--- src/rtl/cga_intr_lvl_ctrl.sv ---
// Interrupt level controller for the CGA INTR section: NLEV levels of edge-detected
// pending requests, priority resolution against the program level, and an ACK/IDENT handshake.
module cga_intr_lvl_ctrl #(
  parameter int NLEV = 16,
  parameter int VECW = 3,
  parameter int LW   = 4
) (
  input  logic                 mclk_i,
  input  logic                 rst_i,
  input  logic [NLEV-1:0]      det_i,
  input  logic                 pie_we_i,
  input  logic [NLEV-1:0]      pie_d_i,
  input  logic [LW-1:0]        pil_i,
  input  logic                 passall_i,
  input  logic                 ack_i,
  input  logic [NLEV*VECW-1:0] srcvec_i,
  output logic                 irq_o,
  output logic [LW-1:0]        irq_lvl_o,
  output logic                 ack_valid_o,
  output logic [LW+VECW-1:0]   vec_o,
  output logic [NLEV-1:0]      pend_o,
  output logic [NLEV-1:0]      enabn_o
);

  typedef enum logic [1:0] {
    IDLE    = 2'd0,
    RESP    = 2'd1,
    WAITLOW = 2'd2
  } state_t;

  state_t              state_q, state_d;
  logic [NLEV-1:0]     det_q;
  logic [NLEV-1:0]     pend_q, pend_d;
  logic [NLEV-1:0]     pie_q, pie_d;
  logic                irq_q, irq_d;
  logic [LW-1:0]       irq_lvl_q, irq_lvl_d;
  logic [LW+VECW-1:0]  vec_q, vec_d;

  logic [NLEV-1:0]     rise;
  logic [NLEV-1:0]     clr;
  logic [NLEV-1:0]     elig;
  logic                eligAny;
  logic [LW-1:0]       highLvl;
  logic                req;
  logic                capture;
  logic [VECW-1:0]     srcSel;

  assign rise = det_i & ~det_q;

  always_comb begin
    elig    = pend_q & (pie_q | {NLEV{passall_i}});
    eligAny = |elig;
    highLvl = '0;
    for (int i = 0; i < NLEV; i++) begin
      if (elig[i]) begin
        highLvl = LW'(i);
      end
    end
    req = eligAny && (highLvl > pil_i);
  end

  // Capture serves the registered request, so a level arriving in the ACK cycle waits for the next ACK.
  always_comb begin
    srcSel = '0;
    for (int i = 0; i < NLEV; i++) begin
      if (irq_lvl_q == LW'(i)) begin
        srcSel = srcvec_i[i*VECW +: VECW];
      end
    end
  end

  always_comb begin
    state_d = state_q;
    capture = 1'b0;
    unique case (state_q)
      IDLE: begin
        if (ack_i) begin
          capture = 1'b1;
          state_d = RESP;
        end
      end
      RESP: begin
        state_d = WAITLOW;
      end
      WAITLOW: begin
        if (!ack_i) begin
          state_d = IDLE;
        end
      end
      default: begin
        state_d = WAITLOW;
      end
    endcase
  end

  always_comb begin
    clr = '0;
    for (int i = 0; i < NLEV; i++) begin
      if (capture && irq_q && (irq_lvl_q == LW'(i))) begin
        clr[i] = 1'b1;
      end
    end
  end

  // A new edge on a level wins over its own clear in the same cycle.
  always_comb begin
    pend_d    = (pend_q & ~clr) | rise;
    pie_d     = pie_we_i ? pie_d_i : pie_q;
    irq_d     = req;
    irq_lvl_d = req ? highLvl : '0;
    vec_d     = vec_q;
    if (capture) begin
      vec_d = irq_q ? {irq_lvl_q, srcSel} : '0;
    end
  end

  always_ff @(posedge mclk_i) begin
    if (rst_i) begin
      state_q   <= WAITLOW;
      det_q     <= '0;
      pend_q    <= '0;
      pie_q     <= '0;
      irq_q     <= 1'b0;
      irq_lvl_q <= '0;
      vec_q     <= '0;
    end else begin
      state_q   <= state_d;
      det_q     <= det_i;
      pend_q    <= pend_d;
      pie_q     <= pie_d;
      irq_q     <= irq_d;
      irq_lvl_q <= irq_lvl_d;
      vec_q     <= vec_d;
    end
  end

  assign irq_o       = irq_q;
  assign irq_lvl_o   = irq_lvl_q;
  assign ack_valid_o = (state_q == RESP);
  assign vec_o       = vec_q;
  assign pend_o      = pend_q;
  assign enabn_o     = ~pie_q;

endmodule

--- config.mk ---
export PLATFORM = sky130hd
export DESIGN_NAME = cga_intr_lvl_ctrl
export DESIGN_NICKNAME = d
export VERILOG_FILES = /design/src/rtl/cga_intr_lvl_ctrl.sv
export SDC_FILE = /design/constraint.sdc
export NUM_CORES = 1
export LEC_CHECK = 0
export BUFFER_PORTS_ARGS = -buffer_cell sky130_fd_sc_hd__buf_2
export CAP_MARGIN = 40
export CORE_MARGIN = 2
export CORE_UTILIZATION = 46
export CTS_BUF_LIST = sky130_fd_sc_hd__clkbuf_8 sky130_fd_sc_hd__clkbuf_16
export DETAILED_ROUTE_END_ITERATION = 8
export PLACE_DENSITY = 0.85
export SETUP_SLACK_MARGIN = 0.2
export SYNTH_ARGS = -nofsm -noshare
export SYNTH_HDL_FRONTEND = slang
export SYNTH_SLANG_ARGS = --single-unit
--- constraint.sdc ---
create_clock -name mclk_i -period 4 [get_ports mclk_i]
set_input_delay 0.2 -clock mclk_i [delete_from_list [all_inputs] [get_ports mclk_i]]
set_output_delay 0.2 -clock mclk_i [all_outputs]
set_load 0.01 [all_outputs]
==> results.json, run 1 <==
{
  "status": "completed",
  "cts-root-buf": "clkbuf_8",
  "critPathMaxStageDelay_ns": 0.33,
  "syn_nets": 469,
  "ys_seq_area_share_pct": 38.8,
  "setup_violations": 0,
  "skew_ns": 0.00930,
  "finalInstanceArea_mm2": 0.00412,
  "hp-class": "in -> reg",
  "cp-start-kind": "flop",
  "synth.most_common_cell": "dfxtp_1",
  "yosysWarnings": 0,
  "synth_ff_type": "dfxtp_1",
  "drcViolationCount": 0,
  "place_ws_ns": 1.53,
  "period_needed_ns": 2.43,
  "rsz0062_at_grt": "no",
  "antenna_found_initial": 0,
  "p_leak_nw": 1.85,
  "hold_buffers": 0,
  "path_class": "reg -> reg",
  "grt_max_degree": 48,
  "fin_cells": 584,
  "async_flop_share_pct": 0,
  "initial_core_util_pct": 47.3,
  "io_buffers": 133,
  "yosysTopAreaCellShare_pct": 38.8,
  "cts_resized": 0,
  "max_freq_mhz": 412,
  "slew_viol_final": 0,
  "gp_congestion": 0.949,
  "crit_chain": "o21ai_0 > o21ai_1 > and3_1 > o21a_1 > o21ai_0 > ha_1 > a41oi_1 > o41ai_2 > a21oi_1 > a21boi_1",
  "grtUsageTotal_pct": 22.7,
  "syn_inst": 376,
  "grt_overflow": 0,
  "cts_tree": "done",
  "tightest_slew_ns": 0.908,
  "n_fill_cell": 596,
  "powerDensity_mw_per_mm2": 432,
  "path_common_cell": "o21ai_0",
  "fp.dieH_um": 87.4,
  "vias": 3262,
  "boundaryPins": 134,
  "drt-pass1-iter-count": 5,
  "postRouteAntennaNets": 0,
  "synth.area.top_cells": "dfxtp_1, mux2i_1, a21oi_1, nand2b_1, nor2b_1",
  "max-cap-violations": 0,
  "avgSynthCellArea_um2": 8.51,
  "drt_iter0_drc": 178,
  "wl_per_cell_um": 15.4,
  "grt_pass1_wl_mm": 13.6,
  "wl_mm": 9.00,
  "cpMaxStageDelayCell": "dfxtp_1",
  "insertion_delay_ns": 0.34,
  "yosysUniqueCellTypes": 59,
  "cts_setup_buffers": 0,
  "peakVddDrop_mv": 0.311,
  "crit_arrival_ns": 2.70,
  "antenna_cells": 0,
  "worstSetupEndpointType": "flop",
  "viasPerCell": 5.59,
  "dieArea_mm2": 0.00764,
  "ys_ff_latch": 62,
  "synth_top_area_cell": "dfxtp_1",
  "fin_util_pct": 60.9,
  "syn_area_mm2": 0.00320,
  "final.setup.tns_ns": 0,
  "cp.required_ns": 4.27,
  "chipWidth_um": 87.4,
  "cts-buffers-inserted": 9,
  "hold_slack_ns": 0.0846,
  "clkTransAtPathRegs_ns": 0.07,
  "rows": 30,
  "worst-path-max-fanout": 5,
  "cts_buffer_depth": 2,
  "fin_ws_ns": 1.57,
  "dp_cells": 568,
  "hold_violations": 0,
  "period_share_pct": 60.7,
  "dpl.hpwl_mm": 6.84,
  "layout-drive-gt1-share_pct": 32.3,
  "core_mm2": 0.00676,
  "cts_sinks": 62,
  "finalPower_mw": 1.78,
  "h-tree-depth": 3,
  "synthTopCellsByCount": "dfxtp_1, a21oi_1, o21ai_0",
  "nets": 592,
  "grt_pass1_vias": 2968,
  "areaGrowthSynthToFinish_pct": 28.7,
  "place_area_mm2": 0.00387,
  "max_slew_margin_pct": 39.4,
  "synth-edff-count": 0
}
-- registers in the layout (all words and copies together), names as in the netlist --
register	cells
det_q	16
irq_lvl_o	4
pie_q	16
irq_o	1
pend_o	16
state_q	2
vec_o	7
-- cell type report --
type                       count  area, um2  share of cell area [%]
clock buffer                  10        138                    3.34
sequential                    62       1240                    30.2
timing repair buffer         136        696                    16.9
inverter                      23       86.3                    2.10
multi-input combinational    267       1740                    42.4
tap                           80        100                    2.43
clock inverter                 6        110                    2.68
-- report_power, final --
group	leakage, nW	total [mW]	switching [mW]	internal, mW
logic	1.21	0.384	0.203	0.182
clock network	0.124	0.674	0.244	0.430
registers	0.513	0.720	0.0615	0.659
total	1.85	1.78	0.509	1.27
-- layout by cell type (no fill, tap or decap), drive strengths merged, types with 2 or more instances in the layout --
cell	netlist	routed
a22oi	4	4
o31ai	7	7
o2111ai	2	2
nor4	3	3
o21a	5	5
nand2	20	20
a21o	3	3
ha	4	4
a211o	2	2
and2	4	4
nand2b	23	23
o21ai	37	37
clkbuf	7	10
a21oi	30	30
bufinv	0	3
nand3b	2	2
and3	2	2
a221o	2	2
o221ai	2	2
clkinv	1	2
a221oi	3	3
nor3b	2	2
or2	3	3
mux2	3	3
mux2i	21	21
buf	17	136
inv	22	23
nand3	4	4
a211oi	2	2
nand4	8	8
nor2b	24	24
o211ai	5	5
dfxtp	62	62
nor2	25	25
-- cell families after synthesis --
family / Yosys count / share of synthesized area, %
fa+ha+maj: 4 / 1.57
compound gates: 115 / 24.0
mux: 24 / 7.75
flops: 62 / 38.8
simple gates: 124 / 21.2
buf+inv: 47 / 6.65
-- routing by layer --
metal / track usage, % / vias up / wire [um]
met1: 29.4 / 1494 / 3870
met5: 0 / - / 0
met4: 8.95 / 0 / 162
met3: 4.27 / 17 / 766
met2: 37.1 / 168 / 4200
li1: - / 1583 / -
-- worst paths after layout --
| path | start | to | slack [ns] | depth (start not counted) |
|---|---|---|---|---|
| min reg2reg | vec_o[6] | vec_o[6] | 0.46 | 2 |
| max reg2reg | pie_q[1] | irq_lvl_o[1] | 1.57 | 10 |
| max | pie_q[1] | irq_lvl_o[1] | 1.57 | 10 |
| min | det_i[3] | det_q[3] | 0.08 | 2 |
-- critical path, delay by kind of cell, from the launching register on --
| kind | cells | cell delay, ns |
|---|---|---|
| simple gates | 1 | 0.19 |
| flops | 1 | 0.33 |
| compound gates | 8 | 1.57 |
| fa+ha+maj | 1 | 0.28 |
No activity file was read; power rests on OpenSTA's default activity.
==> run 2: changes to the inputs <==
Clock period 4 ns to 2.32 ns, I/O delays scaled along.
==> run 2 against run 1 <==
Compared with the run above:
- global-route usage increased by 1.8 points
- clock skew increased by 0.00067 ns
- register-to-register slack got worse by 1.5 ns
- critical path depth increased by 1
- routed wire length increased by 2.7%
- critical endpoint unchanged
- critical path type unchanged
- via count decreased by 0.15%
- first-iteration DRC count decreased by 39%
==> results.json, run 2 (synthesized netlist as in run 1, its figures left out) <==
{
  "mostFrequentLayoutCell": "buf_2",
  "finalPower_mw": 3.12,
  "wl_per_cell_um": 15.6,
  "io_buffers": 133,
  "final.setup.tns_ns": 0,
  "fin_util_pct": 62.6,
  "cts-buffers-inserted": 9,
  "finalInstanceArea_mm2": 0.00423,
  "boundaryPins": 134,
  "hold_buffers": 0,
  "max_freq_mhz": 449,
  "cpMaxStageDelayCell": "dfxtp_2",
  "rows": 30,
  "nets": 602,
  "wl_mm": 9.24,
  "initial_core_util_pct": 47.3,
  "viasPerCell": 5.48,
  "fin_cells": 594,
  "drt-pass1-iter-count": 4,
  "cts-root-buf": "clkbuf_8",
  "cts_buffer_depth": 2,
  "postRouteAntennaNets": 0,
  "crit_arrival_ns": 2.46,
  "cp-start-kind": "flop",
  "hold_violations": 0,
  "antenna_cells": 0,
  "period_needed_ns": 2.23,
  "gp_congestion": 0.915,
  "hp-class": "in -> reg",
  "hold_slack_ns": 0.00677,
  "grt_max_degree": 25,
  "cts_tree": "done",
  "cts_sinks": 62,
  "chipWidth_um": 87.4,
  "n_fill_cell": 602,
  "final_cell_mix": "buf_2, dfxtp_1, a21oi_1",
  "worstSetupEndpointType": "flop",
  "slew_viol_final": 0,
  "period_share_pct": 96.1,
  "grt_pass1_wl_mm": 14.5,
  "multi_input_area_mm2": 0.00179,
  "critPathMaxStageDelay_ns": 0.33,
  "clkTransAtPathRegs_ns": 0.07,
  "path_class": "reg -> reg",
  "grt_overflow": 0,
  "peakVddDrop_mv": 0.500,
  "max-cap-violations": 0,
  "fp.dieH_um": 87.4,
  "insertion_delay_ns": 0.33,
  "areaGrowthSynthToFinish_pct": 32.4,
  "place_ws_ns": -0.106,
  "worst-path-max-fanout": 5,
  "grtUsageTotal_pct": 24.5,
  "dieArea_mm2": 0.00764,
  "seqCellArea_mm2": 0.00124,
  "fin_ws_ns": 0.0907,
  "layout-drive-gt1-share_pct": 35.6,
  "dpl.hpwl_mm": 7.14,
  "powerDensity_mw_per_mm2": 738,
  "h-tree-depth": 3,
  "setup_violations": 0,
  "core_mm2": 0.00676,
  "skew_ns": 0.00997,
  "crit_chain": "o21a_1 > o211ai_1 > a31oi_1 > o211ai_1 > nand2_1 > ha_4 > nor2b_4 > o21a_1 > o21ai_1 > a21oi_2 > a21boi_2",
  "dp_cells": 576,
  "drt_iter0_drc": 108,
  "antenna_found_initial": 0,
  "p_leak_nw": 1.91,
  "place_area_mm2": 0.00392,
  "status": "completed",
  "cp.required_ns": 2.55,
  "vias": 3257,
  "drcViolationCount": 0,
  "tightest_slew_ns": 0.476,
  "rsz0062_at_grt": "yes",
  "max_slew_margin_pct": 68.3,
  "grt_pass1_vias": 3106
}
[run 2: cell count changes in the layout (fill, tap and decap cells not counted), sizes merged]
cell      change
buf          +10
inv           -1
clkinvlp      -1
clkinv        -1
clkbuf        +4
bufinv        -1
[run 2: per-layer routing]
metal / GRT usage (%) / part of all wire (%)
met1: 30.2 / 43
met4: 7.83 / 2.0
met3: 7.30 / 7.6
met2: 40.8 / 47
met5: 0 / 0
[run 2: final timing paths]
check	cells after the start	slack, ns	start	to
worst max-delay path	11	0.09	pie_q[3]	irq_lvl_o[1]
worst min-delay path	2	0.007	det_i[8]	det_q[8]
worst max register to register	11	0.09	pie_q[3]	irq_lvl_o[1]
worst min register to register	2	0.45	vec_o[3]	vec_o[3]
[run 2: critical path: cells and delay by family, from the launching register on]
family                     cells  cell delay, ns
adders and majority gates      1            0.24
DFF                            1            0.33
AOI/OAI and AO/OA              8            1.31
and+or+nand+nor                2            0.26
[run 2: area by class of cell]
class / instances / area share (%)
Inverter: 23 / 2.04
Tap cell: 80 / 2.36
Clock buffer: 14 / 4.55
Clock inverter: 2 / 1.42
Multi-Input combinational cell: 267 / 42.2
Sequential cell: 62 / 29.4
Timing Repair Buffer: 146 / 18.0
[run 2: timing repair]
action | in CTS | in global routing
setup buffers | 2 | 0
resized for setup | 6 | 7
endpoints found under the setup margin | 5 | 5
cloned | 0 | 0
hold endpoints to repair | 0 | 0
pin swaps | 10 | 7
[run 2: power by group]
part,leakage [nW],internal (mW),switching (mW)
Clock,0.129,0.752,0.406
Sequential,0.514,1.14,0.0677
Combinational,1.27,0.351,0.410
Total,1.91,2.24,0.883
